<file path="config.mk">
export PLATFORM = sky130hd
export DESIGN_NAME = fetch_unit
export DESIGN_NICKNAME = d
export VERILOG_FILES = /design/src/rtl/fetch_pkg.sv /design/src/rtl/fetch_fifo.sv /design/src/rtl/fetch_unit.sv
export SDC_FILE = /design/constraint.sdc
export NUM_CORES = 1
export LEC_CHECK = 0
export CAP_MARGIN = 30
export CORE_ASPECT_RATIO = 1.2
export CORE_MARGIN = 3
export CORE_UTILIZATION = 30
export CTS_CLUSTER_DIAMETER = 100
export DETAILED_ROUTE_END_ITERATION = 10
export PLACE_DENSITY = 0.6
export SYNTH_ARGS = -nofsm -noshare
export SYNTH_HDL_FRONTEND = slang
export SYNTH_HIERARCHICAL = 1
export SYNTH_SLANG_ARGS = --single-unit
</file>
<file path="constraint.sdc">
create_clock -name clk -period 5 [get_ports clk]
set_input_delay 0.5 -clock clk [delete_from_list [all_inputs] [get_ports clk]]
set_output_delay 0.5 -clock clk [all_outputs]
set_load 0.02 [all_outputs]
</file>
<file path="src/rtl/fetch_pkg.sv">
// Shared types and constants for the instruction fetch unit.
package fetch_pkg;

    localparam int          FETCH_WIDTH   = 32;
    localparam int          INSTR_BYTES   = 4;
    localparam logic [31:0] PC_ALIGN_MASK = ~32'(INSTR_BYTES - 1);

    // One prefetched instruction together with the address it came from.
    typedef struct packed {
        logic [FETCH_WIDTH-1:0] pc;
        logic [FETCH_WIDTH-1:0] instr;
    } fetch_entry_t;

endpackage

</file>
<file path="src/rtl/fetch_fifo.sv">
// Prefetch queue: synchronous FIFO of {pc, instr} entries with flush and count.
// The head is read from registered storage, so nothing combinational from the
// write side reaches the output. Empty queue presents an all-zero head.
module fetch_fifo
    import fetch_pkg::*;
#(
    parameter  int DEPTH = 4,
    localparam int PW    = $clog2(DEPTH),
    localparam int CW    = PW + 1
) (
    input  logic         clk,
    input  logic         rst,
    input  logic         push_i,
    input  fetch_entry_t data_i,
    input  logic         pop_i,
    input  logic         flush_i,
    output fetch_entry_t head_o,
    output logic         valid_o,
    output logic         full_o,
    output logic [CW-1:0] count_o
);

    fetch_entry_t  mem_q [DEPTH];
    logic [PW-1:0] wr_q, wr_d;
    logic [PW-1:0] rd_q, rd_d;
    logic [CW-1:0] cnt_q, cnt_d;

    // Pointer/count next state; flush wins over any push or pop.
    always_comb begin
        wr_d  = wr_q;
        rd_d  = rd_q;
        cnt_d = cnt_q;
        if (flush_i) begin
            wr_d  = '0;
            rd_d  = '0;
            cnt_d = '0;
        end else begin
            if (push_i) wr_d = wr_q + PW'(1);
            if (pop_i)  rd_d = rd_q + PW'(1);
            case ({push_i, pop_i})
                2'b10:   cnt_d = cnt_q + CW'(1);
                2'b01:   cnt_d = cnt_q - CW'(1);
                default: cnt_d = cnt_q;
            endcase
        end
    end

    // Pointer/count registers.
    always_ff @(posedge clk) begin
        if (!rst) begin
            wr_q  <= '0;
            rd_q  <= '0;
            cnt_q <= '0;
        end else begin
            wr_q  <= wr_d;
            rd_q  <= rd_d;
            cnt_q <= cnt_d;
        end
    end

    // Entry storage; contents are don't-care while not counted, so no reset.
    always_ff @(posedge clk) begin
        if (rst && push_i && !flush_i) mem_q[wr_q] <= data_i;
    end

    assign valid_o = (cnt_q != '0);
    assign full_o  = (cnt_q == CW'(DEPTH));
    assign count_o = cnt_q;
    assign head_o  = valid_o ? mem_q[rd_q] : '0;

endmodule

</file>
<file path="src/rtl/fetch_unit.sv">
// Instruction fetch: program counter plus prefetch queue feeding decode.
// Handles decode back-pressure, redirect with flush, and halt.
module fetch_unit
    import fetch_pkg::*;
#(
    parameter int          WIDTH    = FETCH_WIDTH,
    parameter int          DEPTH    = 4,
    parameter logic [31:0] RESET_PC = 32'h0,
    localparam int         CW       = $clog2(DEPTH) + 1
) (
    input  logic             clk,
    input  logic             rst,
    output logic [WIDTH-1:0] imem_addr,
    input  logic [WIDTH-1:0] imem_data,
    input  logic             redirect,
    input  logic [WIDTH-1:0] redirect_pc,
    input  logic             halt,
    output logic             out_valid,
    input  logic             out_ready,
    output logic [WIDTH-1:0] out_pc,
    output logic [WIDTH-1:0] out_instr,
    output logic [CW-1:0]    occupancy
);

    logic [WIDTH-1:0] pc_q, pc_d;
    logic             pop, push, full;
    fetch_entry_t     wr_entry, head;

    // Handshake: a pop alongside a redirect still counts as accepted by decode.
    always_comb begin
        pop  = out_valid & out_ready;
        push = ~halt & ~redirect & (~full | pop);
    end

    // PC next state: redirect target (word aligned), else advance on push.
    always_comb begin
        pc_d = pc_q;
        if (redirect)  pc_d = redirect_pc & PC_ALIGN_MASK;
        else if (push) pc_d = pc_q + WIDTH'(INSTR_BYTES);
    end

    // PC register.
    always_ff @(posedge clk) begin
        if (!rst) pc_q <= RESET_PC;
        else      pc_q <= pc_d;
    end

    assign imem_addr = pc_q;
    assign wr_entry  = '{pc: pc_q, instr: imem_data};

    fetch_fifo #(.DEPTH(DEPTH)) u_fifo (
        .clk     (clk),
        .rst     (rst),
        .push_i  (push),
        .data_i  (wr_entry),
        .pop_i   (pop),
        .flush_i (redirect),
        .head_o  (head),
        .valid_o (out_valid),
        .full_o  (full),
        .count_o (occupancy)
    );

    assign out_pc    = head.pc;
    assign out_instr = head.instr;

endmodule

</file>
### After elaboration in Yosys (flattened, before gate mapping)

Memory sizes are Yosys's and may differ from the RTL's. A register that Yosys moved wholly into a read port is not among the register bits.
Index checks and enable logic that the tools add are counted.

| storage, ports and cells | value |
|---|---|
| register bits | 39 |
| RAM bits | 256 |
| input port bits | 69 |
| output and inout port bits | 100 |
| word-level logic and storage cells | 37 |
| memories | 1 |

Memories:

| memory | words | width | rd ports | clocked after memory_dff | wr ports | line | text |
|---|---|---|---|---|---|---|---|
| u_fifo.mem_q | 4 | 64 | 1 | 1 | 1 | fetch_fifo.sv:23 | `fetch_entry_t mem_q [DEPTH];` |

| operators by class | value |
|---|---|
| $add $sub $neg | 5 |
| equal/unequal tests | 3 |
| multiplexer cells | 8 |
| bitwise operators | 8 |
| reductions and logical operators | 7 |

Operators with widths:

| kind | count |
|---|---|
| $mux 32 | 2 |
| $mux 64 | 1 |
| $add 32x3->32 const B | 1 |
| $pmux 3 s2 | 1 |
| $add 2x1->2 const B | 2 |
| $mux 2 | 2 |
| $not 1->1 | 4 |
| $reduce_bool 2->1 | 2 |
| $add 3x1->3 const B | 1 |
| $and 1x1->1 | 3 |
| $eq 3x3->1 const B | 1 |
| $reduce_bool 3->1 | 1 |
| $sub 3x1->3 const B | 1 |
| $eq 2x1->1 const B | 1 |
| $eq 2x2->1 const B | 1 |
| $logic_and 1x1->1 | 2 |
| $mux 1 | 2 |
| $reduce_or 2->1 | 1 |
| $logic_not 1->1 | 1 |
| $or 1x1->1 | 1 |

### Longest topological paths before layout

| depth | value |
|---|---|
| word-level depth | 8 |
| gate-level depth with buffers | 12 |
| mapped depth without buffers | 11 |

### Hierarchy

The synthesis kept the hierarchy.

By module, submodules not included:

| module | instances | cells an instance | area each (µm²) | seq. area each (µm²) |
|---|---|---|---|---|
| fetch_fifo | 1 | 454 | 10184.8 | 7867.5 |
| fetch_unit | 1 | 222 | 1805.5 | 600.6 |

### Worst setup path before layout

Ideal clock, no wire load.

| path | value |
|---|---|
| kind | flip-flop to flip-flop |
| start point | register u_fifo.cnt_q[0], in the netlist u_fifo/count_o[0] |
| end point | memory u_fifo/mem_q[0][0] (netlist name) (enable) |
| setup time | 429 ps |
| arrival time | 3572 ps |
| required time | 4571 ps |
| path slack | 999 ps |
| cell stages (with the launch flop) | 7 |
| path buffers | 2 |
| period minus slack after synthesis | 4001 ps |
| cell sequence | dfxtp_1 > or3_1 > clkbuf_1 > a21boi_0 > clkbuf_1 > nor3_1 > and3_1 |

| on the way | value |
|---|---|
| cells in the longest elaborated chain, start to end | 8 |
| elaborated cells on any way between the ends | 10 |
| classes of those cells | eq/ne: 1; mux: 2; bitwise: 4; reduce/logical: 3 |

Ends and longest elaborated chain:

| element | line | text |
|---|---|---|
| start, declared | fetch_fifo.sv:26 | `logic [CW-1:0] cnt_q, cnt_d;` |
| start signal, assigned | fetch_fifo.sv:57 | `cnt_q <= cnt_d;` |
| $reduce_bool 3->1 | fetch_fifo.sv:66 | `assign valid_o = (cnt_q != '0);` |
| named net out_valid | fetch_unit.sv:18 | `output logic out_valid,` |
| $and 1x1->1 | fetch_unit.sv:31 | `pop = out_valid & out_ready;` |
| $or 1x1->1 | fetch_unit.sv:32 | `push = ~halt & ~redirect & (~full \| pop);` |
| $and 1x1->1 | fetch_unit.sv:32 |  |
| named net push | fetch_unit.sv:26 | `logic pop, push, full;` |
| $logic_and 1x1->1 (2 in series) | fetch_fifo.sv:63 | `if (rst && push_i && !flush_i) mem_q[wr_q] <= data_i;` |
| $mux 1 | fetch_fifo.sv:63 |  |
| $mux 1 (not written as such) | fetch_fifo.sv:63 |  |
| end, declared | fetch_fifo.sv:23 |  |

The timed path passes the listed nets, and every way through them passes these cells.

==> impl_metrics.csv <==
group,metric,value,unit
run_status,outcome,"complete, no violations",
critical_path,cp.arrival,2990,ps
synth,synth_area,12000,um2
synth,synth_edf_count,256,
run,maxCapViolations,0,
floorplan,pin_count,169,
sta,finalSetupViolCount,0,
cts,cts_tree,"built",
final_layout,nets,931,
place,place_inst,1349,
floorplan,die_h,225,um
final_layout,layout_common_cells,"256 x edfxtp_1, 164 x clkdlybuf4s50_1, 65 x and2_1",
synth,synth_area_per_cell,17.7,um2
final_layout,diodes,0,
critical_path,r2r-start,"u_fifo/count_o[0]",
critical_path,critical_path.max_fanout,47,
grt,antenna_found_initial,1,
cts,cts_hold_repair.buffers,0,
pwr,p_leak,4.74,nW
cts,cts_setup_buffers,0,
pwr,switchingPower,1.10,mW
grt,grt_pass1_vias,6980,
synth,synthDistinctLibCells,52,
floorplan,rows,79,
sta,rsz0062_at_grt,"false",
sta,finalMaxSlewViolations,0,
final_layout,post_route_cells_drive_above_1_share,0.150,
final_layout,final_common_cell,"edfxtp_1",
grt,busiest_layer,"met2",
floorplan,start_util,0.306,
cts,clock_latency,550,ps
pwr,powerDensity,352,nW/um2
worst_hold_path,min_from,"u_fifo/rd_q[0]",
cts,cts.sinks,295,
pwr,power_frac_comb,0.057,
synth,synth_cells,676,
cts,cts-htree-levels,1,
sta,finalSetupTns,0,ps
worst_hold_path,hp-class,"flop to flop",
floorplan,die_w,189,um
critical_path,path_class,"flop to output port",
sta,slew_headroom,0.419,
final_layout,design_area,15200,um2
sta,layout_min_cycle_time,3490,ps
critical_path,end_kind,"output port",
sta,hold_viol_final,0,
grt,grtUsageMet3,0.0230,
place,dp_hpwl,16.8,mm
grt,grt_max_degree,67,
synth,ys_ff_latch,295,
routing,drc,0,
cts,cts_root_buf,"clkbuf_16",
place,port_buffers,164,
final_layout,area_growth,26.9,%
cts,cts_made_buffers,30,
sta,min_period_over_period,0.698,
final_layout,instances_no_fill,1405,
cts,clkTransAtPathRegs,60,ps
pwr,seq_power_share,0.515,
cts,cts-resized-gates,0,
routing,ant_nets,0,
pwr,clkPwrFrac,0.427,
grt,use_met1,0.169,
routing,drt_iter0_markers,394,
pwr,ir_drop,0.220,mV
grt,globalRouteTotalUtil,0.127,
sta,clock.fmax,0.286,GHz
routing,first_pass_iters,4,
synth,ys_seq_area_frac,0.706,
critical_path,worstPathRequired,4500,ps
floorplan,design.die.area,42400,um2
cts,cts.path.max_buffers,3,
grt,gr-total-overflow,0,
place,place_congestion,0.737,
routing,vias,6722,
routing,drt-wirelength-per-cell,19.5,um
synth,synthArstFlopShare,0,
floorplan,core_area,39100,um2
synth,synth_ff_type,"edfxtp_1",
pwr,power.internal,4.26,mW
place,placed_area,14200,um2
routing,vias_per_cell,4.78,
sta,fin_worst_skew,19.0,ps
grt,grt_pass1_wl,41.5,mm
synth,synth-warning-count,6,
sta,tightest_slew,865,ps
routing,wl,27.5,mm
grt,grtUsageMet2,0.212,
critical_path,crit_path_start_kind,"flop",
pwr,swShare,0.206,
==> path summary, 6_finish.rpt <==
| kind | endpoint | slack [ps] | depth (start not counted) |
|---|---|---|---|
| setup / recovery | out_pc[30] | 1510 | 4 |
| hold / removal | u_fifo/rd_q[0] | 530 | 2 |
| setup reg to reg | u_fifo/mem_q[2][28] | 1870 | 7 |
| hold reg to reg | u_fifo/rd_q[0] | 530 | 2 |
==> worst max-delay path, stage by stage, from the launching register on <==
cell and delay, ps:
dfxtp_4 610, buf_12 410, mux4_1 620, and2_1 180
clkdlybuf4s50_1 590
==> layout make-up <==
cell class / count / area [um2]
Fill cell: 3673 / 23900
Sequential cell: 295 / 8480
Multi-Input combinational cell: 341 / 3240
Timing Repair Buffer: 178 / 1780
Clock buffer: 43 / 861
Tap cell: 526 / 658
Clock inverter: 13 / 163
Inverter: 9 / 33.8
==> cell usage after synthesis, types with 7 or more instances <==
cell type    n  area, um2
nor2_1      18       67.6
and3_1       8       50.1
nor3_1       7       35.0
buf_2        7       35.0
edfxtp_1   256       7690
mux4_2      60       1350
dfxtp_1     39        781
o31ai_1     10       75.1
or4_1       14        105
inv_1        8       30.0
and2_1      65        407
or3_1        8       50.1
o21ai_0     30        150
a31oi_1     15       93.8
clkbuf_1    20       75.1
nand2_1     13       48.8
a21oi_1      7       35.0
xnor2_1      9       78.8
==> state kept, by name, indices dropped and copies added (netlist names), named ones only <==
register,count
u_fifo/wr_q,2
imem_addr,30
u_fifo/rd_q,2
u_fifo/mem_q,256
u_fifo/count_o,3
==> power groups by stage <==
| stage | Clock (mW) | Sequential, mW | Combinational [mW] |
|---|---|---|---|
| 2_1_floorplan | 0 | 2.82 | 0.127 |
| 3_3_place_gp | 0 | 2.81 | 0.310 |
| 3_5_place_dp | 0 | 2.82 | 0.312 |
| 4_1_cts | 2.38 | 2.76 | 0.313 |
| 5_1_grt | 2.47 | 2.77 | 0.332 |
| 6_report | 2.29 | 2.76 | 0.308 |
==> kinds of logic after synthesis <==
group / Yosys count / share of synthesized area
other: 1 / 0.000313
buffers and inverters: 49 / 0.0279
AOI/OAI and AO/OA: 77 / 0.0401
adders and majority gates: 7 / 0.00793
DFF: 295 / 0.706
xor gates and xnor gates: 12 / 0.00877
muxes: 65 / 0.122
and+or+nand+nor: 170 / 0.0865
==> routing by layer <==
metal / share of wire / vias up
met1: 0.44 / 3413
met2: 0.48 / 205
li1: - / 3066
met3: 0.052 / 38
met4: 0.025 / 0
met5: 0 / -
==> per-stage QoR <==
step / hold WS (ps) / util / setup slack (ps) / power (mW)
floorplan: 485 / - / 999 / 2.94
global placement: 513 / 0.362 / 1600 / 3.12
detailed placement: 521 / 0.363 / 1540 / 3.13
CTS: 494 / 0.389 / 1360 / 5.45
global route: 523 / 0.389 / 1270 / 5.57
finish: 532 / 0.389 / 1510 / 5.36
(Power assumes the default switching activity.)
